$ cat src/rtl/lsa_sys_ctrl.sv
// System controller for the LSA core: loader/core RAM arbitration, core reset sequencing,
// halt detection and the LED/watchdog I/O window. Optional watchdog: LSA_SYS_CTRL_WATCHDOG_EN.
module lsa_sys_ctrl #(
    parameter int unsigned RAM_AW    = 12,
    parameter int unsigned WDOG_BITS = 20
) (
    input  logic              clock_in,
    input  logic              reset_in,
    input  logic              ld_valid,
    output logic              ld_ready,
    input  logic [15:0]       ld_addr,
    input  logic [15:0]       ld_data,
    input  logic              ld_last,
    input  logic              ctrl_run,
    input  logic              ctrl_load,
    output logic              core_reset_n,
    input  logic              core_mem_oe,
    input  logic              core_mem_we,
    input  logic [15:0]       core_mem_add,
    input  logic [15:0]       core_mem_out,
    output logic [15:0]       core_mem_in,
    output logic [RAM_AW-1:0] ram_add,
    output logic [15:0]       ram_wdata,
    output logic              ram_we,
    input  logic [15:0]       ram_rdata,
    output logic [7:0]        led_out,
    output logic [1:0]        state_out,
    output logic [31:0]       run_cycles
);

    typedef enum logic [1:0] {
        ST_LOAD = 2'd0,
        ST_RUN  = 2'd1,
        ST_HALT = 2'd2
    } state_t;

    localparam logic [15:0] IO_BASE   = 16'hFF00;
    localparam logic [15:0] LED_ADDR  = 16'hFF00;
    localparam logic [15:0] WDOG_ADDR = 16'hFF01;
    localparam logic [15:0] HALT_ADDR = 16'hFFFF;

    state_t      state;
    state_t      state_nx;
    logic        core_reset_nx;
    logic [7:0]  led_nx;
    logic [31:0] run_cycles_nx;
    logic        halt_seen;
    logic        halt_seen_nx;

    logic ram_space;
    logic ld_fire;
    logic park;
    logic led_wr;
    logic kick_wr;
    logic wdog_fire;

    assign ram_space = core_mem_add < IO_BASE;
    assign ld_ready  = (state == ST_LOAD);
    assign ld_fire   = ld_valid & ld_ready;
    assign park      = (state == ST_RUN) && (core_mem_add == HALT_ADDR) && !core_mem_oe && !core_mem_we;
    assign led_wr    = (state == ST_RUN) && core_mem_we && (core_mem_add == LED_ADDR);
    assign kick_wr   = (state == ST_RUN) && core_mem_we && (core_mem_add == WDOG_ADDR);
    assign state_out = state;

`ifdef LSA_SYS_CTRL_WATCHDOG_EN
    logic [WDOG_BITS-1:0] wdog;
    logic [WDOG_BITS-1:0] wdog_nx;
    logic                 unused_bits;

    // A kick landing on the terminal count still wins over the reset pulse.
    assign wdog_fire   = (state == ST_RUN) && (wdog == '1) && !kick_wr;
    assign unused_bits = ^ld_addr[15:RAM_AW];

    always_comb begin
        wdog_nx = wdog;
        if (state_nx == ST_LOAD) begin
            wdog_nx = '0;
        end else if (state == ST_RUN) begin
            if (kick_wr || wdog_fire) begin
                wdog_nx = '0;
            end else begin
                wdog_nx = WDOG_BITS'(wdog + 1'b1);
            end
        end
    end

    always_ff @(posedge clock_in or negedge reset_in) begin
        if (!reset_in) begin
            wdog <= '0;
        end else begin
            wdog <= wdog_nx;
        end
    end
`else
    logic unused_bits;

    assign wdog_fire   = 1'b0;
    assign unused_bits = ^{ld_addr[15:RAM_AW], kick_wr, 1'(WDOG_BITS)};
`endif

    // RAM port: loader owns it in LOAD, the core otherwise (RAM space only for writes).
    always_comb begin
        ram_add   = core_mem_add[RAM_AW-1:0];
        ram_wdata = core_mem_out;
        ram_we    = core_mem_we && ram_space && (state != ST_LOAD);
        if (state == ST_LOAD) begin
            ram_add   = ld_addr[RAM_AW-1:0];
            ram_wdata = ld_data;
            ram_we    = ld_fire;
        end
    end

    // Read mux toward the core; unmapped I/O reads as zero.
    always_comb begin
        core_mem_in = 16'h0000;
        if (ram_space) begin
            core_mem_in = ram_rdata;
        end else if (core_mem_add == LED_ADDR) begin
            core_mem_in = {8'h00, led_out};
        end
    end

    always_comb begin
        state_nx      = state;
        halt_seen_nx  = 1'b0;
        led_nx        = led_out;
        run_cycles_nx = run_cycles;
        core_reset_nx = (state != ST_LOAD) && !wdog_fire;

        case (state)
            ST_LOAD: begin
                if ((ld_fire && ld_last) || ctrl_run) begin
                    state_nx = ST_RUN;
                end
            end
            ST_RUN: begin
                if (run_cycles != 32'hFFFF_FFFF) begin
                    run_cycles_nx = run_cycles + 32'd1;
                end
                if (wdog_fire) begin
                    run_cycles_nx = 32'd0;
                end
                if (led_wr) begin
                    led_nx = core_mem_out[7:0];
                end
                halt_seen_nx = park;
                if (ctrl_load) begin
                    state_nx = ST_LOAD;
                end else if (park && halt_seen) begin
                    state_nx = ST_HALT;
                end
            end
            ST_HALT: begin
                if (ctrl_load) begin
                    state_nx = ST_LOAD;
                end
            end
            default: begin
                state_nx = ST_LOAD;
            end
        endcase

        if (state_nx == ST_LOAD) begin
            run_cycles_nx = 32'd0;
            halt_seen_nx  = 1'b0;
        end
    end

    always_ff @(posedge clock_in or negedge reset_in) begin
        if (!reset_in) begin
            state        <= ST_LOAD;
            halt_seen    <= 1'b0;
            led_out      <= 8'h00;
            run_cycles   <= 32'd0;
            core_reset_n <= 1'b0;
        end else begin
            state        <= state_nx;
            halt_seen    <= halt_seen_nx;
            led_out      <= led_nx;
            run_cycles   <= run_cycles_nx;
            core_reset_n <= core_reset_nx;
        end
    end

endmodule
$ cat config.mk
export PLATFORM = sky130hd
export DESIGN_NAME = lsa_sys_ctrl
export DESIGN_NICKNAME = d
export VERILOG_FILES = /design/src/rtl/lsa_sys_ctrl.sv
export SDC_FILE = /design/constraint.sdc
export NUM_CORES = 1
export LEC_CHECK = 0
export CORE_MARGIN = 2
export CORE_UTILIZATION = 40
export DETAILED_ROUTE_END_ITERATION = 16
export PLACE_DENSITY = 0.92
export SLEW_MARGIN = 10
export SYNTH_ARGS = -nofsm -noshare
export SYNTH_HDL_FRONTEND = slang
export SYNTH_SLANG_ARGS = --single-unit
$ cat constraint.sdc
create_clock -name clock_in -period 3.1 [get_ports clock_in]
set_input_delay 0.62 -clock clock_in [delete_from_list [all_inputs] [get_ports clock_in]]
set_output_delay 0.62 -clock clock_in [all_outputs]
set_load 0.02 [all_outputs]
[Yosys cells after proc, flatten, opt, wreduce, memory -nomap -nowiden]
Index checks and enable logic that the tools add are counted.
Word-level totals
  word-level logic and storage cells: 47
  register bits: 44
Cells by class
  $add $sub $neg: 1
  multiplexer cells: 15
  eq/ne operators: 5
  reductions and logical operators: 19
  bitwise gates (word level): 1
  magnitude comparators: 1
Operators with widths (number)
  32-bit 2-to-1 mux: 3
  32-bit by 1-bit adder with 32-bit output, second input constant: 1
  16-bit equality test, second input constant: 2
  16-bit 2-to-1 mux: 2
  32-bit != test, second input constant: 1
  16-bit < comparator, second input constant: 1
  12-bit 2-to-1 mux: 1
  1-bit logical AND: 9
  2-bit 2-to-1 mux: 4
  8-bit 2-to-1 mux: 1
  2-bit case mux with 3 select lines: 1
  2-bit nonzero test: 3
  2-bit logical NOT: 2
  2-bit AND reduction: 2
  1-bit 2-to-1 mux: 3
  2-bit by 1-bit equality test with 1-bit output, second input constant: 1
  2-bit equality test, second input constant: 1
  1-bit logical NOT: 2
  1-bit bitwise AND: 1
  1-bit logical OR: 1

[Depth between registers and ports, before layout]
Gate-level depths: netlist of run 1.
  word-level depth: 11
  depth in mapped cells: 7

[Least setup slack after synthesis of run 1]
No wires, ideal clock.
  kind: input port to output port
  start: input port core_mem_add[14]
  end: output port ram_we
  arrival time: 1.807 ns
  path buffers: 2
  slack: 0.673 ns
  required time: 2.480 ns
  cell stages on the path: 6
  cells stage by stage: nand4_1 -> or2_2 -> clkbuf_1 -> clkbuf_1 -> nand2_1 -> o21ai_0
Between the ends
  word-level cells in the longest chain between the ends: 4
RTL lines
  start, declared: RTL line 19  | input logic [15:0] core_mem_add,
  16-bit < comparator: RTL line 57  | assign ram_space = core_mem_add < IO_BASE;
  1-bit logical AND (2 in a row): RTL line 105  | ram_we = core_mem_we && ram_space && (state != ST_LOAD);
  1-bit 2-to-1 mux: RTL line 106  | if (state == ST_LOAD) begin
  end, declared: RTL line 24  | output logic ram_we,
No other way between the ends.

[Worst setup path after layout of run 1]
  start: input port core_mem_add[15]
  end: output port core_mem_in[15]
Between the ends
  word-level cells in the longest chain between the ends: 2
RTL lines
  16-bit < comparator: RTL line 57
  16-bit 2-to-1 mux: RTL line 116  | if (ram_space) begin
  end, declared: RTL line 21  | output logic [15:0] core_mem_in,
No other way between the ends.

==> reports/metrics.cfg, run 1 <==
[yosys]
synthesis.nets = 385
synth-seq-cells = 44
netlist_area_um2 = 2810
synth_area_leaders = dfrtp_1 (39%), mux2_2 (14%), a21oi_1 (4.3%)
netlist.area_leader.share = 0.392
ys.flop_type = dfrtp_1
yosys_warnings = 0
ys_seq_area_frac = 0.392
yosys.area.top_type = dfrtp_1
async_reset_ff_frac = 1.00
postSynthAreaPerCell_um2 = 9.48
synth_cell_types = 46
synth_enable_flop_cells = 0
synth_cells = 296

[sta]
hold_viol_final = 0
setup_viol = 0
fin_crit_sh = 0.960
finalMaxSlewViolations = 0
finalSetupTns_ns = 0
tightest_slew_ns = 0.987
max_freq_ghz = 0.336
rsz0062_at_grt = no
max-slew-margin-rel = 0.342
period_needed_ns = 2.97
clock_skew_ns = 0.0154

[clock_tree]
cts_tree = done
insertion_delay_ns = 0.31
cts_made_buffers = 5
cts_htree_levels = 2
post_cts_buffers = 0
clk_pin_slew_ns = 0.09
cts_root_buf = clkbuf_8
clock_path_buffers = 2
cts.sinks = 44

[global_route]
antenna_found_initial = 0
grt_max_degree = 45
grt-ovfl-total = 0
grt_pass1_wl_um = 15000
grt_pass1_vias = 3107
track_usage = 0.249

[critical_path]
slowest_stage = clkdlybuf4s50_1
r2r_setup_slack_ns = 0.99
cp-start-kind = input port
path_cells = clkdlybuf4s50_1 -> nand4_1 -> or2_4 -> and2_1 -> clkdlybuf4s50_1
crit_path_end_kind = primary output
path_class = in2out
crit_top_cell = clkdlybuf4s50_1
r2r_start = run_cycles[12]
r2r_end = run_cycles[24]
max_stage_delay_ns = 0.55
crit_start = core_mem_add[15]
crit_required_ns = 2.48
critPathCapture = core_mem_in[15]
r2r_cells = 5
cp_max_fo = 17
cp.arrival_ns = 2.35

[die]
num_rows = 30
die_height_um = 87.8
initial_utilization = 0.413
core_um2 = 6790
ios = 177
die_w_um = 87.8
fp.dieArea_um2 = 7700

[placed_design]
place_congestion = 0.824
place_hpwl_um = 7470
dp_cells = 555
numPortBuffers = 172

[min_path]
hp-class = in2async

[finish]
fin_nets = 555
drive_above_1_share = 0.128
final_common_cell = clkdlybuf4s50_1
fin_cells = 563
final_cell_mix = clkdlybuf4s50_1 (163), dfrtp_1 (44), mux2_2 (36)
fillers = 532
area_growth_pct = 68.2
diodes = 0

[drt]
viasPerCell = 5.47
wl_per_cell_um = 16.8
drtIter0Drc = 165
drcViolationCount = 0
antenna_left = 0
wirelength_um = 9470
first_pass_iters = 4
via_count = 3082

[pwr]
ir_worst_vdd_v = 0.000189
power.density_nw_per_um2 = 346
p_leak_nw = 1.88

[flow_run]
maxCapViolations = 0

[outcome]
outcome = complete, no violations

## cell usage after synthesis (all sizes together), types with 9 or more instances
library cell,n
a21oi,24
a22o,9
and2,9
and3,9
clkbuf,11
dfrtp,44
mux2,36
nand2,18
nand3,15
nand4,10
nor2,17
o21ai,16
or3,15
## final cells by class
cell class / instances / area, um^2 / share of cell area
Inverter: 4 / 15.0 / 0.00318
Multi-Input combinational cell: 233 / 1640 / 0.347
Clock buffer: 6 / 82.6 / 0.0175
Sequential cell: 44 / 1100 / 0.233
Timing Repair Buffer: 178 / 1750 / 0.371
Tap cell: 96 / 120 / 0.0255
Clock inverter: 2 / 10.0 / 0.00212
## logic make-up (layout without fill, tap and decap cells)
logic type / count (synthesis) / in the layout / share of synthesized area
AOI/OAI and AO/OA: 71 / 71 / 0.164
buffers and inverters: 19 / 190 / 0.0272
xor gates and xnor gates: 5 / 5 / 0.0156
muxes: 38 / 38 / 0.152
and+or+nand+nor: 118 / 118 / 0.245
adders and majority gates: 1 / 1 / 0.00446
DFF: 44 / 44 / 0.392
## metrics by stage
| step | utilization | instance area, um^2 | power (mW) | setup slack [ns] | hold WS (ns) |
|---|---|---|---|---|---|
| 6_report | 0.695 | 4720 | 1.63 | 0.125 | 0.464 |
| 5_1_grt | 0.695 | 4720 | 1.71 | 0.0548 | 0.560 |
| 4_1_cts | 0.694 | 4720 | 1.64 | 0.0375 | 0.508 |
| 3_5_place_dp | 0.682 | 4630 | 1.27 | -0.0552 | 0.528 |
| 3_3_place_gp | 0.682 | 4630 | 1.26 | -0.0117 | 0.508 |
| 2_1_floorplan | - | 2810 | 0.919 | 0.673 | 0.324 |
## repair_timing
item / 4_1_cts / 5_1_grt
gates cloned: 0 / 0
gates resized for setup: 8 / 1
endpoints found under the setup margin: 8 / 9
hold buffers: 0 / 0
## per-layer routing
layer  vias to the layer above  share of wire  global-route usage
met3                        21          0.062              0.0547
met2                       127           0.53               0.446
met1                      1461           0.38               0.294
met5                         -              0                   0
li1                       1473              -                   -
met4                         0          0.024              0.0839
## flip-flops by register name, summed over array words and instances, names as in the netlist
| name | count |
|---|---|
| halt_seen | 1 |
| led_out | 8 |
| run_cycles | 32 |
| core_reset_n | 1 |
| state_out | 2 |
## how the worst min path moves through the flow
| stage | from | end | slack [ns] | depth (start not counted) |
|---|---|---|---|---|
| finish | reset_in | run_cycles[6] | 0.46 | 1 |
| global route | reset_in | run_cycles[6] | 0.56 | 1 |
| CTS | reset_in | run_cycles[6] | 0.51 | 1 |
| detailed placement | run_cycles[11] | run_cycles[11] | 0.53 | 1 |
| global placement | run_cycles[11] | run_cycles[11] | 0.51 | 1 |
| floorplan | reset_in | core_reset_n | 0.32 | 0 |
## where the power goes
part / total [mW] / leakage (nW) / switching (mW) / internal (mW)
Combinational: 0.648 / 1.22 / 0.306 / 0.341
Clock: 0.380 / 0.0510 / 0.202 / 0.178
Sequential: 0.607 / 0.609 / 0.0208 / 0.586
Total: 1.63 / 1.88 / 0.529 / 1.11
## critical path, delay by kind of cell
| kind | cells | cell delay [ns] |
|---|---|---|
| simple gates | 3 | 0.72 |
| buf+inv | 2 | 1.01 |
No activity file was read; power rests on OpenSTA's default activity.
==> run 2, diff against run 1 <==
--- a/config.mk
+++ b/config.mk
@@ -9,7 +9,6 @@
 export CORE_UTILIZATION = 40
 export DETAILED_ROUTE_END_ITERATION = 16
 export PLACE_DENSITY = 0.92
-export SLEW_MARGIN = 10
 export SYNTH_ARGS = -nofsm -noshare
 export SYNTH_HDL_FRONTEND = slang
 export SYNTH_SLANG_ARGS = --single-unit
==> results of run 2 <==
Same layout as run 1: the final DEF is identical, and so are final timing and power.
